==> config.mk <==
export PLATFORM = sky130hd
export DESIGN_NAME = mux_sel_sequencer
export DESIGN_NICKNAME = d
export VERILOG_FILES = /design/src/rtl/mux_sel_sequencer.sv
export SDC_FILE = /design/constraint.sdc
export NUM_CORES = 1
export LEC_CHECK = 0
export CAP_MARGIN = 10
export CORE_MARGIN = 2
export CORE_UTILIZATION = 60
export DETAILED_ROUTE_END_ITERATION = 8
export PLACE_DENSITY = 0.87
export SYNTH_ARGS = -nofsm -noshare
export SYNTH_HDL_FRONTEND = slang
export SYNTH_SLANG_ARGS = --single-unit
==> constraint.sdc <==
create_clock -name clk_i -period 4.5 [get_ports clk_i]
set_input_delay 0.45 -clock clk_i [delete_from_list [all_inputs] [get_ports clk_i]]
set_output_delay 0.45 -clock clk_i [all_outputs]
set_load 0.01 [all_outputs]
==> src/rtl/mux_sel_sequencer.sv <==
// mux_sel_sequencer
// Generates the select index for the downstream 26:1 byte selector.
// The index steps +1/-1 on rising edges of the debounced next/prev buttons,
// +1 on each auto-advance prescaler terminal count (AUTO mode), or is loaded
// directly. Every output is a flop, so the downstream mux sees a clean select.
//
// Ports
//   clk_i        system clock, rising edge
//   reset_i      synchronous, active-high reset
//   btn_next_i   debounced level; rising edge steps +1
//   btn_prev_i   debounced level; rising edge steps -1
//   auto_en_i    level; selects AUTO mode
//   hold_i       level; freezes stepping (PAUSE)
//   sel_load_i   one-cycle strobe; loads sel_in_i
//   sel_in_i     load value
//   sel_o        select index 0..NUM_SEL-1
//   wrap_o       pulse when sel wraps (top->0 or 0->top)
//   tick_o       pulse when an auto step is applied
//   load_err_o   pulse when a load value is out of range
//   mode_o       0 MANUAL, 1 AUTO, 2 PAUSE
module mux_sel_sequencer #(
  parameter int NUM_SEL  = 26,
  parameter int SEL_W    = 5,
  parameter int TICK_DIV = 100_000_000
) (
  input  logic             clk_i,
  input  logic             reset_i,
  input  logic             btn_next_i,
  input  logic             btn_prev_i,
  input  logic             auto_en_i,
  input  logic             hold_i,
  input  logic             sel_load_i,
  input  logic [SEL_W-1:0] sel_in_i,
  output logic [SEL_W-1:0] sel_o,
  output logic             wrap_o,
  output logic             tick_o,
  output logic             load_err_o,
  output logic [1:0]       mode_o
);

  localparam int CNT_W = (TICK_DIV > 1) ? $clog2(TICK_DIV) : 1;
  localparam logic [SEL_W-1:0] SEL_TOP = SEL_W'(NUM_SEL - 1);

  typedef enum logic [1:0] {
    MANUAL = 2'd0,
    AUTO   = 2'd1,
    PAUSE  = 2'd2
  } mode_e;

  mode_e            state_q;
  logic [CNT_W-1:0] cnt_q, cnt_d;
  logic [SEL_W-1:0] sel_q, sel_d;
  logic             wrap_q, wrap_d;
  logic             tick_q, tick_d;
  logic             lerr_q, lerr_d;
  logic             btn_next_q, btn_prev_q;

  logic             next_edge, prev_edge, load_ok, term, restart;
  logic [SEL_W-1:0] sel_inc, sel_dec;

  assign next_edge = btn_next_i & ~btn_next_q;
  assign prev_edge = btn_prev_i & ~btn_prev_q;
  // One extra bit so NUM_SEL == 2**SEL_W still compares correctly.
  assign load_ok   = ({1'b0, sel_in_i} < (SEL_W+1)'(NUM_SEL));
  assign term      = (state_q == AUTO) && (cnt_q == CNT_W'(TICK_DIV - 1));
  assign sel_inc   = (sel_q == SEL_TOP) ? '0 : sel_q + SEL_W'(1);
  assign sel_dec   = (sel_q == '0) ? SEL_TOP : sel_q - SEL_W'(1);

  // Step priority: load, pause, button edges, auto step.
  // Any button activity or load restarts the auto cadence; a simultaneous
  // next+prev is a no-op step but still counts as manual activity.
  always_comb begin
    sel_d   = sel_q;
    wrap_d  = 1'b0;
    tick_d  = 1'b0;
    lerr_d  = 1'b0;
    restart = 1'b0;
    if (sel_load_i) begin
      restart = 1'b1;
      if (load_ok) sel_d  = sel_in_i;
      else         lerr_d = 1'b1;
    end else if (state_q != PAUSE) begin
      if (next_edge | prev_edge) begin
        restart = 1'b1;
        if (next_edge && !prev_edge) begin
          sel_d  = sel_inc;
          wrap_d = (sel_q == SEL_TOP);
        end else if (prev_edge && !next_edge) begin
          sel_d  = sel_dec;
          wrap_d = (sel_q == '0);
        end
      end else if (term) begin
        sel_d  = sel_inc;
        wrap_d = (sel_q == SEL_TOP);
        tick_d = 1'b1;
      end
    end
    // Counter only runs while already in AUTO, so entry always starts at 0.
    if (state_q != AUTO || restart || term) cnt_d = '0;
    else                                    cnt_d = cnt_q + CNT_W'(1);
  end

  // Edge registers track the buttons through reset too, so a button held
  // across reset release does not look like a fresh press.
  always_ff @(posedge clk_i) begin
    btn_next_q <= btn_next_i;
    btn_prev_q <= btn_prev_i;
  end

  always_ff @(posedge clk_i) begin
    if (reset_i) begin
      state_q <= MANUAL;
      cnt_q   <= '0;
      sel_q   <= '0;
      wrap_q  <= 1'b0;
      tick_q  <= 1'b0;
      lerr_q  <= 1'b0;
    end else begin
      cnt_q  <= cnt_d;
      sel_q  <= sel_d;
      wrap_q <= wrap_d;
      tick_q <= tick_d;
      lerr_q <= lerr_d;
      case (state_q)
        MANUAL: begin
          if (hold_i)         state_q <= PAUSE;
          else if (auto_en_i) state_q <= AUTO;
        end
        AUTO: begin
          if (hold_i)          state_q <= PAUSE;
          else if (!auto_en_i) state_q <= MANUAL;
        end
        PAUSE: begin
          if (!hold_i) state_q <= auto_en_i ? AUTO : MANUAL;
        end
        default: state_q <= MANUAL;
      endcase
    end
  end

  assign sel_o      = sel_q;
  assign wrap_o     = wrap_q;
  assign tick_o     = tick_q;
  assign load_err_o = lerr_q;
  assign mode_o     = state_q;

endmodule

==> metrics <==
critical path peak fanout=7; unique cell type count in the Yosys netlist=44; Met1 Routed Length=~1.9 mm; first-pass GRT wire length=between 7 and 8 mm; fmax=~440 MHz; H-tree Lvls=2; FP Rows=21; total congestion overflow=0; post-layout min period=~2300 ps; combinational share of power=12.0%; I/O pin count=22; post-detail-place hpwl=~3.1 mm; Initial DRC Count=around 120; most common cell after layout, fill and taps aside=dfxtp_1; Clk pwr share=between 30% and 40%; Design Area, Final=2360 um2; crit path kind=reg2reg; Routed Antenna Nets=0; vias per inst=roughly 5.7; TritonCTS buffer count=5; Worst Path Arrival=around 2500 ps; Hold Crit Class=reg2reg; Setup Buffers After CTS=0; Max Cap Viol=0; CTS tree=done; Final period util=~50%; Syn Inst Count=around 240; syn_nets=~260; RSZ-0062 raised after global routing=false; Starting Density=slightly above 60%; router iterations before antenna repair=4; CTS Hold Buffers Added=0; WL met3=~250 um; number of synthesized flops with an enable pin=0; register area share after synthesis=approximately 38%; dpl cell area=~2300 um2; pins over their slew limit=0; uppermost layer routed=met4; DR WL met2=approximately 2 mm; internal power=about 0.53 mW; Net Sw Power=about 0.17 mW; peak supply drop=around 0.00025 V; Avg Inst Size Synth=approximately 8.5 um2; Clock Sinks=39; FFs w/ async S/R, synth=0%; CP max stage cell=nor4b_1; fin nets=between 200 and 300; Die H=approximately 63 um; synthesis warning total=0; Fin Hold WS=approximately 460 ps; # diodes=0; Pwr Total=between 0.6 and 0.7 mW; Skew-Pair Late Insertion Delay=around 350 ps; Die ar.=a little under 4000 um2; drt total wl=~4.3 mm; Leak=between 0.8 and 0.9 nW; Die Wd=62.6 um; switch share=approximately a quarter; R2R setup slack=approximately 2200 ps; Main synth FF type=dfxtp_1; Slew @ Worst Pin=~1000 ps; Cell Area, Synth=2060 um2; commonest non-fill, non-tap cells in the layout=dfxtp_1 (39), nor2_1 (35), clkdlybuf4s50_1 (21); Crit. End Element=register; total track usage=between 20 and 25%; normalized max-slew margin=between 30% and 40%; Startpoint Class=register; antenna violations before repair=0; layout cells sized above 1=between 5 and 6%; DRC=0; Core Footprint=approximately 3300 um2; CP cell instances=inv_1, ha_1, nor4b_1, nor3_1, a311o_1, o2111ai_1, o31ai_1; root buf cell=clkbuf_4; CP required=about 4700 ps; gpl congestion=around 0.86; Vias=about 1800; Wirelength per Cell=~14 um; status=completed; Hold Vio Cnt, Final=0; Worst path max stage delay=740 ps; Setup TNS=0 ps; final clock skew=roughly 10 ps; I/O Buffers=21; sequential power share=52.3%; Pwr per Cell Area=about 300 nW/um2; clock buffer depth=2; Post-Route Utilization=between 70% and 80%; #FFs+latches synth=39; final setup violation count=0; pin count of the biggest net entering global routing=27; post-CTS sizing=0; vias in the first global route=approximately 1700; Layout area overhead=14.8%; Clock Pin Slew Worst Setup and Hold Paths=approximately 120 ps
==> sequential cells by signal (all words and copies together) (netlist names) <==
register	flops
tick_o	1
sel_o	5
btn_next_q	1
mode_o	2
cnt_q	27
btn_prev_q	1
load_err_o	1
wrap_o	1
==> Yosys cell counts, types with 3 or more instances <==
| cell | count | area (um2) |
|---|---|---|
| dfxtp_1 | 39 | 781 |
| nor2_1 | 35 | 131 |
| xor2_1 | 20 | 175 |
| nand2_1 | 19 | 71.3 |
| nand4_1 | 14 | 87.6 |
| inv_1 | 11 | 41.3 |
| nand3_1 | 9 | 45.0 |
| a21oi_1 | 7 | 35.0 |
| ha_1 | 7 | 87.6 |
| o21ai_0 | 7 | 35.0 |
| clkbuf_1 | 6 | 22.5 |
| mux2i_1 | 6 | 60.1 |
| nand2b_1 | 6 | 37.5 |
| nor3_1 | 6 | 30.0 |
| xnor2_1 | 6 | 52.6 |
| nor4_1 | 5 | 31.3 |
| and3_1 | 4 | 25.0 |
| or2_2 | 4 | 25.0 |
| nor4b_1 | 3 | 26.3 |
==> worst max-delay path: cells and delay by family, from the launching register on <==
kind,cells,cell delay [ps]
AND/OR/NAND/NOR,2,830
buffers and inverters,1,120
flip-flops,1,380
adder cells (fa/ha/maj),1,280
AO/OA/AOI/OAI,3,580
==> per-stage QoR <==
step	std cells	setup WS [ps]
after global placement	301	2080
after global routing	309	2170
after detailed placement	301	2060
after CTS	309	2310
after floorplan	243	2590
final	309	2210
==> logic make-up after synthesis <==
family / synth area share [%]
and+or+nand+nor: 30.7
DFF: 38.0
adders and majority gates: 4.26
muxes: 2.92
AOI/OAI and AO/OA: 8.70
xor gates and xnor gates: 11.1
buffers and inverters: 4.44
==> power by group through the flow <==
stage	Clock, mW	Combinational (mW)	Sequential, mW
floorplan	0	0.0519	0.368
global placement	0	0.0798	0.370
detailed placement	0	0.0808	0.370
CTS	0.249	0.0818	0.362
global route	0.264	0.0892	0.364
finish	0.247	0.0829	0.362
==> final timing paths <==
check,startpoint,end,cells after the start
hold reg to reg,cnt_q[0]$_SDFF_PP0_,cnt_q[0]$_SDFF_PP0_,1
hold / removal,cnt_q[0]$_SDFF_PP0_,cnt_q[0]$_SDFF_PP0_,1
setup / recovery,sel_o[0]$_SDFFE_PP0P_,sel_o[1]$_SDFFE_PP0P_,7
setup reg to reg,sel_o[0]$_SDFFE_PP0P_,sel_o[1]$_SDFFE_PP0P_,7
==> metal layers <==
metal / global-route usage (%) / up-vias
met1: 29.1 / 814
met5: 0 / -
met2: 38.2 / 62
li1: - / 887
met3: 5.59 / 9
met4: 9.17 / 0
==> cell type report <==
type | instances | area [um2]
clock buffer | 6 | 51.3
timing repair buffer | 21 | 210
sequential | 39 | 781
tap | 46 | 57.6
multi-input combinational | 184 | 1180
fill | 276 | 950
inverter | 11 | 41.3
clock inverter | 2 | 35.0
Power figures use the tool's default switching activity.
